--- src/rtl/axi_lite_reg_master.sv ---
// AXI4-Lite single-outstanding register initiator: cmd_* in, one AXI write or read out, rsp_* back.
// Optional macro AXI_REG_MASTER_STATS_EN adds completed-write/read/error counters.
module axi_lite_reg_master #(
    parameter int C_M_AXI_DATA_WIDTH = 32,
    parameter int C_M_AXI_ADDR_WIDTH = 12
) (
    input  logic                              M_AXI_ACLK,
    input  logic                              M_AXI_ARESET,
    input  logic                              cmd_valid,
    output logic                              cmd_ready,
    input  logic                              cmd_wr,
    input  logic [C_M_AXI_ADDR_WIDTH-1:0]     cmd_addr,
    input  logic [C_M_AXI_DATA_WIDTH-1:0]     cmd_wdata,
    input  logic [C_M_AXI_DATA_WIDTH/8-1:0]   cmd_wstrb,
    output logic                              rsp_valid,
    input  logic                              rsp_ready,
    output logic [C_M_AXI_DATA_WIDTH-1:0]     rsp_rdata,
    output logic [1:0]                        rsp_resp,
`ifdef AXI_REG_MASTER_STATS_EN
    output logic [15:0]                       stat_wr_cnt,
    output logic [15:0]                       stat_rd_cnt,
    output logic [15:0]                       stat_err_cnt,
`endif
    output logic [C_M_AXI_ADDR_WIDTH-1:0]     M_AXI_AWADDR,
    output logic [2:0]                        M_AXI_AWPROT,
    output logic                              M_AXI_AWVALID,
    input  logic                              M_AXI_AWREADY,
    output logic [C_M_AXI_DATA_WIDTH-1:0]     M_AXI_WDATA,
    output logic [C_M_AXI_DATA_WIDTH/8-1:0]   M_AXI_WSTRB,
    output logic                              M_AXI_WVALID,
    input  logic                              M_AXI_WREADY,
    input  logic [1:0]                        M_AXI_BRESP,
    input  logic                              M_AXI_BVALID,
    output logic                              M_AXI_BREADY,
    output logic [C_M_AXI_ADDR_WIDTH-1:0]     M_AXI_ARADDR,
    output logic [2:0]                        M_AXI_ARPROT,
    output logic                              M_AXI_ARVALID,
    input  logic                              M_AXI_ARREADY,
    input  logic [C_M_AXI_DATA_WIDTH-1:0]     M_AXI_RDATA,
    input  logic [1:0]                        M_AXI_RRESP,
    input  logic                              M_AXI_RVALID,
    output logic                              M_AXI_RREADY
);

    typedef enum logic [2:0] {
        IDLE,
        WR_REQ,
        WR_RESP,
        RD_REQ,
        RD_RESP,
        RSP
    } state_t;

    state_t state;

    // A channel whose VALID is already low has finished its handshake.
    logic aw_done;
    logic w_done;

    assign cmd_ready    = (state == IDLE);
    assign M_AXI_AWPROT = 3'b000;
    assign M_AXI_ARPROT = 3'b000;
    assign aw_done      = !M_AXI_AWVALID || M_AXI_AWREADY;
    assign w_done       = !M_AXI_WVALID || M_AXI_WREADY;

    always_ff @(posedge M_AXI_ACLK) begin
        if (M_AXI_ARESET) begin
            state         <= IDLE;
            M_AXI_AWADDR  <= '0;
            M_AXI_AWVALID <= 1'b0;
            M_AXI_WDATA   <= '0;
            M_AXI_WSTRB   <= '0;
            M_AXI_WVALID  <= 1'b0;
            M_AXI_BREADY  <= 1'b0;
            M_AXI_ARADDR  <= '0;
            M_AXI_ARVALID <= 1'b0;
            M_AXI_RREADY  <= 1'b0;
            rsp_valid     <= 1'b0;
            rsp_rdata     <= '0;
            rsp_resp      <= 2'b00;
`ifdef AXI_REG_MASTER_STATS_EN
            stat_wr_cnt   <= 16'd0;
            stat_rd_cnt   <= 16'd0;
            stat_err_cnt  <= 16'd0;
`endif
        end else begin
            case (state)
                IDLE: begin
                    if (cmd_valid) begin
                        if (cmd_wr) begin
                            M_AXI_AWADDR  <= cmd_addr;
                            M_AXI_WDATA   <= cmd_wdata;
                            M_AXI_WSTRB   <= cmd_wstrb;
                            M_AXI_AWVALID <= 1'b1;
                            M_AXI_WVALID  <= 1'b1;
                            state         <= WR_REQ;
                        end else begin
                            M_AXI_ARADDR  <= cmd_addr;
                            M_AXI_ARVALID <= 1'b1;
                            state         <= RD_REQ;
                        end
                    end
                end
                WR_REQ: begin
                    if (M_AXI_AWVALID && M_AXI_AWREADY) M_AXI_AWVALID <= 1'b0;
                    if (M_AXI_WVALID && M_AXI_WREADY)   M_AXI_WVALID  <= 1'b0;
                    if (aw_done && w_done) begin
                        M_AXI_BREADY <= 1'b1;
                        state        <= WR_RESP;
                    end
                end
                WR_RESP: begin
                    if (M_AXI_BVALID) begin
                        M_AXI_BREADY <= 1'b0;
                        rsp_resp     <= M_AXI_BRESP;
                        rsp_rdata    <= '0;
                        rsp_valid    <= 1'b1;
                        state        <= RSP;
`ifdef AXI_REG_MASTER_STATS_EN
                        stat_wr_cnt  <= stat_wr_cnt + 16'd1;
                        if (M_AXI_BRESP != 2'b00) stat_err_cnt <= stat_err_cnt + 16'd1;
`endif
                    end
                end
                RD_REQ: begin
                    if (M_AXI_ARREADY) begin
                        M_AXI_ARVALID <= 1'b0;
                        M_AXI_RREADY  <= 1'b1;
                        state         <= RD_RESP;
                    end
                end
                RD_RESP: begin
                    if (M_AXI_RVALID) begin
                        M_AXI_RREADY <= 1'b0;
                        rsp_resp     <= M_AXI_RRESP;
                        rsp_rdata    <= M_AXI_RDATA;
                        rsp_valid    <= 1'b1;
                        state        <= RSP;
`ifdef AXI_REG_MASTER_STATS_EN
                        stat_rd_cnt  <= stat_rd_cnt + 16'd1;
                        if (M_AXI_RRESP != 2'b00) stat_err_cnt <= stat_err_cnt + 16'd1;
`endif
                    end
                end
                RSP: begin
                    if (rsp_ready) begin
                        rsp_valid <= 1'b0;
                        state     <= IDLE;
                    end
                end
                default: state <= IDLE;
            endcase
        end
    end

endmodule

--- config.mk ---
export PLATFORM = sky130hd
export DESIGN_NAME = axi_lite_reg_master
export DESIGN_NICKNAME = d
export VERILOG_FILES = /design/src/rtl/axi_lite_reg_master.sv
export SDC_FILE = /design/constraint.sdc
export NUM_CORES = 1
export LEC_CHECK = 0
export ABC_AREA = 1
export BUFFER_PORTS_ARGS = -buffer_cell sky130_fd_sc_hd__buf_2
export CORE_UTILIZATION = 35
export DETAILED_ROUTE_END_ITERATION = 8
export SYNTH_ARGS = -nofsm -noshare
export SYNTH_HDL_FRONTEND = slang
export SYNTH_SLANG_ARGS = --single-unit
--- constraint.sdc ---
create_clock -name M_AXI_ACLK -period 4.1 [get_ports M_AXI_ACLK]
set_input_delay 0 -clock M_AXI_ACLK [delete_from_list [all_inputs] [get_ports M_AXI_ACLK]]
set_output_delay 0 -clock M_AXI_ACLK [all_outputs]
set_load 0.005 [all_outputs]
==> results by group <==
Die
  – # IOs: 201
  – Die X: 112 microns
  – Initial core utilization: between 30% and 40%
  – Site Rows: 39
  – Die extent in y: 112 microns
  – Core box area: 11,700 sq um
  – Die Area: about 13,000 sq um

Logic synthesis
  – Ys Warns: 0
  – Register area share after synthesis: 48.3%
  – Syn Inst Count: 582
  – Post-Synthesis Cell Area: 4270 sq um
  – Flops & latches, synth: 103
  – Netlist cell types: 26
  – Synth Area per Inst: 7.34 sq um

Setup path
  – Crit path cell chain: nor2_4 > nand2_2 > nand2_1 > nand3_2 > buf_4 > nand2_1 > inv_2 > nor3_1
  – Cell mode on critical path: nand2_1
  – CP max stage delay: 0.63 ns
  – Worst Setup End Kind: flop
  – Worst Setup Start Kind: flop
  – WP data required: 4.35 ns
  – R2r setup slk: between 1.5 and 2 ns
  – Largest fanout on the critical path: 45
  – Setup Crit Path Kind: reg2reg
  – Critical-path top delay cell: nand3_2
  – CP arrival: 2.62 ns

Status
  – Status: finished clean

Place
  – Routability cong.: 0.776
  – Post-DP HPWL: 8290 microns
  – Area post-placement: 5230 sq um
  – PortBufs: 194

Pwr
  – Power Dens Cells: 611 nW/um^2
  – Combinational power share: between 40% and 50%
  – Switching power: between 1000 and 1500 uW
  – Net Sw Frac: between 30% and 40%
  – Tot Pwr: ~3900 uW
  – VDD IR-drop max: 236 uV
  – Sequential share of power: 36.5%
  – Internal power: 2400 uW
  – Clock share of power: 22.1%
  – Leak: 0.00313 uW

Layout
  – Layout net count: 926
  – Post-route cell area: 6360 sq um
  – Highest-count cells in the layout ignoring fill and taps: 194 x buf_2, 109 x nand2_1, 103 x dfxtp_1
  – Area grow syn2layout: 48.8%
  – Commonest non-fill, non-tap cell in the layout: buf_2
  – Fillers: 1,115
  – Layout cell share with drive strength beyond 1: 30.6%
  – N_diodes: 0

Routing
  – First-pass detailed-route iteration total: 4
  – Via count of the routed design: 4,576
  – Drt wl/cell: between 10 and 15 microns
  – Via density: 4.67
  – Iter 0 DRT Violations: 253
  – Antenna-violating nets left: 0
  – # DRC: 0
  – Routed WL: 12,600 microns

Timing
  – Final period util: between 50% and 60%
  – Tightest Pin Transition: 0.949 ns
  – Slew headroom: a little over a third
  – Setup_tns: 0 ns
  – Final hold vios: 0
  – # setup viols final: 0
  – Clock skew: ~0.0069 ns
  – Final Slew Violations: 0
  – Max Clk Rate: 421 MHz
  – Min cycle time layout: 2.37 ns
  – RSZ-0062 raised after global routing: false

Clock network
  – Worst-skew pair later-pin latency: 0.34 ns
  – Clk sinks: 103
  – H-tree levels: 3
  – Clock Pin Slew Worst Setup and Hold Paths: 0.07 ns
  – Inserted Clock Buffers: 9
  – Clock root cell: clkbuf_16
  – CTS Buffer Depth: 2
  – CTS tree: done
  – Setup Fix Bufs, Post-CTS: 0
  – CTS resizes: 0

Job
  – Max cap viols: 0

Global routing
  – Global-route wire length before repair: ~21,000 microns
  – Overall routing resource usage: between 20% and 30%
  – Vias in the first global route: 4,431
  – Total gr overflow: 0
  – Largest net degree at the start of global routing: 83
  – Antenna violations before repair: 0

Min path
  – Hold Path Class: in2reg
stage by stage:
stage / std cells / setup slack, ns / hold WS (ns) / util (%)
global route: 980 / 1.44 / 0.0675 / 54.5
CTS: 980 / 1.73 / 0.0380 / 54.5
global placement: 881 / 1.86 / 0.246 / 44.8
finish: 980 / 1.73 / 0.0456 / 54.5
detailed placement: 881 / 1.77 / 0.248 / 44.8
floorplan: 587 / 2.71 / 0.134 / -
flip-flops by register name (all words and copies together) (netlist names):
| signal | count |
|---|---|
| M_AXI_WDATA | 32 |
| rsp_rdata | 32 |
| M_AXI_ARADDR | 12 |
| M_AXI_AWADDR | 12 |
| M_AXI_WSTRB | 4 |
| state | 3 |
| rsp_resp | 2 |
| M_AXI_ARVALID | 1 |
| M_AXI_AWVALID | 1 |
| M_AXI_BREADY | 1 |
| M_AXI_RREADY | 1 |
| M_AXI_WVALID | 1 |
| rsp_valid | 1 |
per-layer routing:
metal / global-route usage [%] / share of wire, % / up-vias
met5: 0 / 0 / -
met4: 8.80 / 2.7 / 0
met3: 4.10 / 4.2 / 33
met2: 35.7 / 50 / 141
met1: 23.9 / 43 / 2070
li1: - / - / 2332
Yosys cell counts:
cell	instances	share of area [%]
nor2_1	38	3.3
a21oi_1	80	9.4
a21oi_2	7	1.4
o21ai_0	9	1.1
nand3_2	1	0.23
nor3_2	7	1.6
o221a_2	1	0.26
buf_6	1	0.26
buf_4	9	1.6
nand3_1	55	6.4
buf_2	17	2.0
inv_2	21	1.8
nor2_2	1	0.15
clkbuf_1	18	1.6
nor3_1	26	3.0
nor2_4	2	0.53
o21ai_1	7	0.82
inv_1	61	5.4
nand2_1	109	9.6
nand3b_1	1	0.18
a31oi_1	2	0.29
nand4_1	1	0.15
nand2_2	3	0.44
conb_1	1	0.088
dfxtp_1	103	48
buf_1	1	0.088
area by class of cell:
class                   instances  area, sq um  area share [%]
clock buffers                  10          239            3.76
well taps                     143          179            2.81
inverters                      82          308            4.84
multi-input cells             356         1690            26.5
repair buffers                280         1820            28.7
clock inverters                 6         60.1           0.945
flip-flops and latches        103         2060            32.4
critical path, delay by kind of cell, from the launching register on:
kind,cells,cell delay (ns)
AND/OR/NAND/NOR,6,1.32
flip-flops,1,0.38
buffers and inverters,2,0.53
logic make-up (layout without fill, tap and decap cells):
group | Yosys count | count (layout) | synth area share (%)
and+or+nand+nor | 244 | 244 | 25.7
other | 1 | 6 | 0.0878
DFF | 103 | 103 | 48.3
AOI/OAI and AO/OA | 106 | 106 | 13.2
buffers and inverters | 128 | 378 | 12.7
power groups by stage:
stage          clock [uW]  combinational [uW]  sequential, uW
2_1_floorplan           0                1080            1450
3_3_place_gp            0                1510            1430
3_5_place_dp            0                1550            1440
4_1_cts               885                1630            1420
5_1_grt               929                1850            1450
6_report              858                1610            1420
final timing paths:
kind                  start            end  cells after the start
min reg2reg       rsp_valid      rsp_valid                      2
max                state[0]  rsp_rdata[11]                      8
min          M_AXI_RRESP[0]    rsp_resp[0]                      5
max reg2reg        state[0]  rsp_rdata[11]                      8
repair_timing:
item                                    in CTS  in global routing
hold buffers                                83                  0
endpoints found under the hold margin       96                  0
endpoints found under the setup margin       0                  0
(Power assumes the default switching activity.)
